===== src/rtl/orion_kbd_pkg.sv =====
// Shared types and constants for the Orion-PRO keyboard responder.
package orion_kbd_pkg;

  typedef enum logic [1:0] {IDLE, APPLY, HOLD} kbd_state_t;

  localparam logic [7:0] KBD_RELEASE_ALL = 8'hFF;
  localparam int         KBD_BIT_RELEASE = 7;
  localparam int         KBD_BIT_MOD     = 6;

  localparam logic [1:0] MOD_SHIFT = 2'd0;
  localparam logic [1:0] MOD_CTRL  = 2'd1;
  localparam logic [1:0] MOD_RUS   = 2'd2;

  function automatic int cnt_width(input int n);
    return (n <= 1) ? 1 : $clog2(n);
  endfunction

endpackage


===== src/rtl/orion_kbd_matrix_if.sv =====
// Host key-event stream: valid/ready handshake carrying one 8-bit event code.
interface orion_kbd_matrix_if;
  logic       i_key_valid;
  logic       o_key_ready;
  logic [7:0] i_key_code;

  modport master (output i_key_valid, output i_key_code, input o_key_ready);
  modport slave  (input i_key_valid, input i_key_code, output o_key_ready);
endinterface


===== src/rtl/orion_kbd_fifo.sv =====
// Synchronous first-word-fall-through FIFO; extra pointer MSB separates full from empty.
module orion_kbd_fifo #(
  parameter int WIDTH = 8,
  parameter int DEPTH = 8
) (
  input  logic             i_clk,
  input  logic             i_reset_n,
  input  logic             i_push,
  input  logic [WIDTH-1:0] i_data,
  input  logic             i_pop,
  output logic [WIDTH-1:0] o_data,
  output logic             o_full,
  output logic             o_empty
);
  localparam int AW = $clog2(DEPTH);
  localparam logic [AW:0] PTR_ONE = 1;

  logic [WIDTH-1:0] r_mem [DEPTH];
  logic [AW:0]      r_wr_ptr;
  logic [AW:0]      r_rd_ptr;
  logic             w_push;
  logic             w_pop;

  assign o_empty = (r_wr_ptr == r_rd_ptr);
  assign o_full  = (r_wr_ptr[AW] != r_rd_ptr[AW]) &&
                   (r_wr_ptr[AW-1:0] == r_rd_ptr[AW-1:0]);
  assign w_push  = i_push & ~o_full;
  assign w_pop   = i_pop & ~o_empty;
  assign o_data  = r_mem[r_rd_ptr[AW-1:0]];

  always_ff @(posedge i_clk) begin
    if (!i_reset_n) begin
      r_wr_ptr <= '0;
      r_rd_ptr <= '0;
    end else begin
      if (w_push) r_wr_ptr <= r_wr_ptr + PTR_ONE;
      if (w_pop)  r_rd_ptr <= r_rd_ptr + PTR_ONE;
    end
  end

  always_ff @(posedge i_clk) begin
    if (w_push) r_mem[r_wr_ptr[AW-1:0]] <= i_data;
  end

endmodule


===== src/rtl/orion_kbd_matrix.sv =====
// Keyboard responder: buffers host key events, applies them to an 8x8 matrix plus
// modifiers with a minimum hold between events, and answers row scans with column data.
//   state | meaning
//   IDLE  | waiting; pops the next event when the FIFO holds one
//   APPLY | updates matrix/modifiers from the popped code, loads hold counter
//   HOLD  | counts down so the CPU scan loop sees the change
module orion_kbd_matrix
  import orion_kbd_pkg::*;
#(
  parameter int FIFO_DEPTH  = 8,
  parameter int HOLD_CYCLES = 20000
) (
  input  logic                     i_clk,
  input  logic                     i_reset_n,
  orion_kbd_matrix_if.slave        key_if,
  input  logic [7:0]               i_row_sel_n,
  output logic [7:0]               o_col_n,
  output logic [2:0]               o_mod_n,
  output logic                     o_busy
);
  localparam int            CW        = cnt_width(HOLD_CYCLES);
  localparam logic [CW-1:0] HOLD_LOAD = CW'(HOLD_CYCLES - 1);

  kbd_state_t      r_state;
  kbd_state_t      w_state_nxt;
  logic [CW-1:0]   r_cnt;
  logic [7:0]      r_code;
  logic [7:0][7:0] r_key;
  logic [2:0]      r_mod;
  logic [7:0]      w_col;
  logic [7:0]      w_fifo_data;
  logic            w_full;
  logic            w_empty;
  logic            w_push;
  logic            w_pop;
  logic            w_busy_nxt;

  assign key_if.o_key_ready = ~w_full;
  assign w_push             = key_if.i_key_valid & ~w_full;

  orion_kbd_fifo #(.WIDTH(8), .DEPTH(FIFO_DEPTH)) u_fifo (
    .i_clk     (i_clk),
    .i_reset_n (i_reset_n),
    .i_push    (w_push),
    .i_data    (key_if.i_key_code),
    .i_pop     (w_pop),
    .o_data    (w_fifo_data),
    .o_full    (w_full),
    .o_empty   (w_empty)
  );

  always_ff @(posedge i_clk) begin
    if (!i_reset_n) r_state <= IDLE;
    else            r_state <= w_state_nxt;
  end

  always_comb begin
    w_state_nxt = r_state;
    w_pop       = 1'b0;
    case (r_state)
      IDLE: begin
        if (!w_empty) begin
          w_pop       = 1'b1;
          w_state_nxt = APPLY;
        end
      end
      APPLY:   w_state_nxt = HOLD;
      HOLD:    if (r_cnt == '0) w_state_nxt = IDLE;
      default: w_state_nxt = IDLE;
    endcase
  end

  always_ff @(posedge i_clk) begin
    if (!i_reset_n) begin
      r_cnt  <= '0;
      r_code <= '0;
      r_key  <= '0;
      r_mod  <= '0;
    end else begin
      if (w_pop) r_code <= w_fifo_data;
      if (r_state == APPLY) begin
        r_cnt <= HOLD_LOAD;
        if (r_code == KBD_RELEASE_ALL) begin
          r_key <= '0;
          r_mod <= '0;
        end else if (r_code[KBD_BIT_MOD]) begin
          // modifier indices above RUS are accepted but change nothing
          if (r_code[2:0] <= {1'b0, MOD_RUS})
            r_mod[r_code[1:0]] <= ~r_code[KBD_BIT_RELEASE];
        end else begin
          r_key[r_code[5:3]][r_code[2:0]] <= ~r_code[KBD_BIT_RELEASE];
        end
      end else if (r_state == HOLD && r_cnt != '0) begin
        r_cnt <= r_cnt - CW'(1);
      end
    end
  end

  always_comb begin
    w_col = '0;
    for (int r = 0; r < 8; r++) begin
      if (!i_row_sel_n[r]) w_col = w_col | r_key[r];
    end
  end

  // a pop always moves the FSM out of IDLE, so pending-FIFO or non-IDLE covers busy
  assign w_busy_nxt = w_push | ~w_empty | (w_state_nxt != IDLE);

  always_ff @(posedge i_clk) begin
    if (!i_reset_n) begin
      o_col_n <= 8'hFF;
      o_mod_n <= 3'b111;
      o_busy  <= 1'b0;
    end else begin
      o_col_n <= ~w_col;
      o_mod_n <= ~r_mod;
      o_busy  <= w_busy_nxt;
    end
  end

endmodule


===== src/flat_wrapper.sv =====
// flat-port wrapper written by rule: the top's interface ports become plain ports
module orion_kbd_matrix_flat import orion_kbd_pkg::*;
#(
  parameter int FIFO_DEPTH  = 8,
  parameter int HOLD_CYCLES = 20000
)
  (i_clk, i_reset_n, i_row_sel_n, o_col_n, o_mod_n, o_busy, key_if_i_key_valid, key_if_i_key_code, key_if_o_key_ready);
  orion_kbd_matrix_if key_if_i ();
  input  logic i_clk;
  input  logic i_reset_n;
  input  logic [7:0] i_row_sel_n;
  output logic [7:0] o_col_n;
  output logic [2:0] o_mod_n;
  output logic o_busy;
  input wire logic [$bits(key_if_i.i_key_valid)-1:0] key_if_i_key_valid;
  input wire logic [$bits(key_if_i.i_key_code)-1:0] key_if_i_key_code;
  output wire logic [$bits(key_if_i.o_key_ready)-1:0] key_if_o_key_ready;
  assign key_if_i.i_key_valid = key_if_i_key_valid;
  assign key_if_i.i_key_code = key_if_i_key_code;
  assign key_if_o_key_ready = key_if_i.o_key_ready;
  orion_kbd_matrix #(.FIFO_DEPTH(FIFO_DEPTH), .HOLD_CYCLES(HOLD_CYCLES)) u_core (.i_clk(i_clk), .i_reset_n(i_reset_n), .key_if(key_if_i), .i_row_sel_n(i_row_sel_n), .o_col_n(o_col_n), .o_mod_n(o_mod_n), .o_busy(o_busy));
endmodule

===== config.mk =====
export PLATFORM = sky130hd
export DESIGN_NAME = orion_kbd_matrix_flat
export DESIGN_NICKNAME = d
export VERILOG_FILES = /design/src/rtl/orion_kbd_pkg.sv /design/src/rtl/orion_kbd_matrix_if.sv /design/src/rtl/orion_kbd_fifo.sv /design/src/rtl/orion_kbd_matrix.sv /design/src/flat_wrapper.sv
export SDC_FILE = /design/constraint.sdc
export NUM_CORES = 1
export LEC_CHECK = 0
export CORE_MARGIN = 1.5
export CORE_UTILIZATION = 52
export DETAILED_ROUTE_END_ITERATION = 6
export PLACE_DENSITY_LB_ADDON = 0.12
export SKIP_LAST_GASP = 1
export SLEW_MARGIN = 20
export SYNTH_ARGS = -nofsm -noshare
export SYNTH_HDL_FRONTEND = slang
export SYNTH_HIERARCHICAL = 1
export SYNTH_SLANG_ARGS = --single-unit

===== constraint.sdc =====
create_clock -name i_clk -period 5.7 [get_ports i_clk]
set_input_delay 1.14 -clock i_clk [delete_from_list [all_inputs] [get_ports i_clk]]
set_output_delay 1.14 -clock i_clk [all_outputs]
set_load 0.1 [all_outputs]

==> results.rst <==
.. list-table::
   :header-rows: 1

   * - Metric
     - Value
   * - Run status
     - finished clean
   * - Reg2Reg Launch Point
     - u_core/u_fifo/r_wr_ptr[2]
   * - Data arrival, critical path
     - 2.89 ns
   * - Top cell type's share of synthesized area
     - 0.2740
   * - WL/cell
     - 19.38 µm
   * - RSZ-0062 raised after global routing
     - no
   * - Biggest area contributors in the synthesized netlist
     - dfxtp_1 27%, edfxtp_1 23%, o21ai_0 6.0%, mux4_1 5.0%, a21oi_1 4.4%
   * - Final HPWL DP
     - 13,230 µm
   * - Delay of the slowest critical-path stage
     - 0.98 ns
   * - Post-synthesis cell count
     - 839
   * - Reg-to-reg critical path endpoint
     - u_core/u_fifo/r_mem[4][2]
   * - Timing startpoint of the critical path
     - u_core/u_fifo/r_wr_ptr[2]
   * - FF-to-FF setup slack
     - 2.67 ns
   * - Fill count
     - 1,313
   * - Flops & latches, synth
     - 179
   * - Number of iterations in the first detailed-routing pass
     - 7
   * - Final period util
     - 0.7076
   * - Measured slew at the worst slew-check pin
     - 1.051 ns
   * - Share of synthesized area occupied by flip-flops and latches
     - 0.5027
   * - Depth of the most critical reg-to-reg path
     - 5
   * - Critical path type
     - reg2out
   * - Number of enable flip-flop cells after synthesis
     - 64
   * - Cell chain of the critical path
     - xor2_1 -> nor4_4 -> inv_1 -> clkdlybuf4s50_1
   * - Width of the chip
     - 130.1 µm
   * - Highest fanout seen on the critical path
     - 12
   * - IO buf count
     - 31
   * - Number of buffers on the longest clock path
     - 2
   * - NumNets Final
     - 860
   * - Total routing resource utilization after global routing
     - 0.2542
   * - Total DRC errors in the routed layout
     - 0
   * - Overflow left after global routing
     - 0
   * - DRT antenna net count
     - 0
   * - Remaining max-slew budget at the tightest pin
     - 0.2974
   * - Most used standard cells in the synthesized netlist
     - 115 x dfxtp_1, 100 x o21ai_0, 75 x inv_1
   * - Antenna cell count
     - 0
   * - Worst Setup Slack, final
     - 1.667 ns
   * - Number of gates given a new drive strength after cts
     - 0
   * - Layout Skew
     - 0.008547 ns
   * - Die height
     - 130.1 µm
   * - Number of global-route vias before repair
     - 6,093
   * - Cell count after placement
     - 1,035
   * - Buffers inserted by post-CTS timing repair
     - 0
   * - Fin. max-slew vios
     - 0
   * - Hold violation total from the final report
     - 0
   * - Predominant post-synthesis flop cell
     - dfxtp_1
   * - Final setup violation count
     - 0
   * - Number of placed I/O pins
     - 32
   * - First-pass GRT wire length
     - 32,570 µm
   * - Clock transition at the registers of the reported paths
     - 0.07 ns
   * - Post-route minimum period
     - 4.033 ns
   * - Number of antenna violations at the first check in global routing
     - 0
   * - Non-filler cells, final
     - 1,067
   * - Clock network latency to the later pin of the worst-skew pair
     - 0.43 ns
   * - Synth-to-Final Area Change
     - 12.06%
   * - Core footprint
     - 15,830 µm²
   * - Setup TNS Final
     - 0 ns
   * - Worst hold-check path type
     - reg2reg
   * - Die Footprint
     - 16,930 µm²
   * - Clock tree root driver cell
     - clkbuf_16
   * - Clk sinks
     - 179
   * - Vias per Instance
     - 6.144
   * - Effective utilization at floorplan
     - 0.5309
   * - CTS tree
     - built
   * - Cell at the slowest stage of the critical path
     - clkdlybuf4s50_1
   * - Leakage power of the design
     - 3.094 nW
   * - Vias after detailed routing
     - 6,556
   * - Count of max-cap constraint violations
     - 0
   * - Xor/xnor share of the synthesized area
     - 0.009232
   * - Hold-fix buffers at CTS
     - 0
   * - Fraction of layout instances using a drive strength above 1
     - 0.09518
   * - Number of unique standard cell types used by synthesis
     - 73
   * - Combinational family with the most area after synthesis
     - compound AO/OA/AOI/OAI gates
   * - Max Clk Rate
     - 247.9 MHz
   * - PwrDens
     - 417.1 nW/µm²
   * - Crit path capture
     - key_if_o_key_ready
   * - Placement row count
     - 46
   * - Placer congestion estimate
     - 0.8299
   * - Area of the mapped netlist
     - 8403 µm²
   * - Compound-Gate Fraction of Synth Area
     - 0.1959
   * - Average size of a mapped cell
     - 10.02 µm²
   * - Starting DRC count in detailed routing
     - 644
   * - Net count of the mapped netlist
     - 861
   * - Fraction of the mapped netlist area in adder cells
     - 0.004467
   * - Yosys top cell by area
     - dfxtp_1
   * - Peak supply drop
     - 222.3 µV
   * - Kind of start point of the critical path
     - flop
   * - Largest net degree at the start of global routing
     - 54
   * - Num CTS Buffers
     - 17
   * - Placement Setup Slack
     - 2.102 ns
   * - Synthesis warning total
     - 6
   * - Post-synthesis async set-or-reset flop share
     - 0
   * - Aggregate routed wire length
     - 20,680 µm
   * - Multiplexer area fraction after synthesis
     - 0.07400
   * - WP data required
     - 4.56 ns
   * - Depth of the CTS H-tree
     - 4
   * - Post-Synth Simple-Gate Area
     - 0.1437
   * - Most numerous cell in the Yosys netlist
     - dfxtp_1
   * - Critical Path Sink Type
     - output port
## final cells by class
cell class                      instances  area [µm²]  area share
Clock inverter                         13       151.4     0.01608
Tap cell                              216       270.3     0.02870
Timing Repair Buffer                   43       395.4     0.04199
Multi-Input combinational cell        521        3615      0.3839
Sequential cell                       179        4224      0.4486
Inverter                               76       285.3     0.03030
Clock buffer                           19       475.5     0.05049
## logic make-up (layout without fill, tap and decap cells)
| group | count (synthesis) | count (layout) |
|---|---|---|
| buffers and inverters | 139 | 151 |
| muxes | 35 | 35 |
| xor gates and xnor gates | 8 | 8 |
| AOI/OAI and AO/OA | 271 | 271 |
| adders and majority gates | 3 | 3 |
| and+or+nand+nor | 204 | 204 |
| DFF | 179 | 179 |
## critical path, delay by kind of cell, from the launching register on
| kind | cells | cell delay (ns) |
|---|---|---|
| flip-flops | 1 | 0.54 |
| buffers and inverters | 2 | 1.07 |
| AND/OR/NAND/NOR | 1 | 0.61 |
| XOR/XNOR | 1 | 0.23 |
## state kept, by name, summed over array words and instances, names as in the netlist, 4 cells and up, named ones only
signal,flops
u_core/u_fifo/r_wr_ptr,4
u_core/r_cnt,15
u_core/r_key,64
u_core/o_col_n,8
u_core/r_code,8
u_core/u_fifo/r_rd_ptr,4
u_core/u_fifo/r_mem,64
## where the power goes
part,internal (W),switching [W]
logic,0.000417,0.000681
registers,0.00142,0.000197
clock network,0.000705,0.000509
## stage by stage
stage / total power (W) / instance area [µm²] / utilization / hold WS [ns]
after global routing: 0.004124 / 9417 / 0.5949 / 0.4118
after floorplan: 0.002463 / 8403 / - / 0.3569
after detailed placement: 0.002717 / 8790 / 0.5553 / 0.3843
after CTS: 0.003929 / 9417 / 0.5949 / 0.4013
final: 0.003927 / 9417 / 0.5949 / 0.3978
after global placement: 0.002673 / 8790 / 0.5553 / 0.3815
## metal layers
layer / global-route usage / up-vias / wire length [µm]
met5: 0 / - / 0
met4: 0.09869 / 0 / 513
met3: 0.05043 / 46 / 1317
met2: 0.4139 / 239 / 9964
met1: 0.3355 / 3168 / 8880
li1: - / 3103 / -
## worst min path at each step
stage | start | end | depth (start not counted)
floorplan | u_core/r_mod[0] | u_core/o_mod_n[0] | 1
global placement | u_core/r_mod[2] | u_core/o_mod_n[2] | 1
detailed placement | u_core/r_mod[2] | u_core/o_mod_n[2] | 1
CTS | u_core/r_mod[2] | u_core/o_mod_n[2] | 1
global route | u_core/r_mod[1] | u_core/o_mod_n[1] | 1
finish | u_core/r_mod[1] | u_core/o_mod_n[1] | 1
## cell usage in the layout, fill, tap and decap left out, drive strengths merged, types with 13 or more instances in the layout
cell             n
edfxtp          64
dfxtp          115
clkdlybuf4s50   30
nand3           23
nand2           61
inv             79
mux4            16
o22ai           36
buf             13
nor2            16
o21ai          101
a21oi           74
clkbuf          19
nand2b          22
Power figures use the tool's default switching activity.
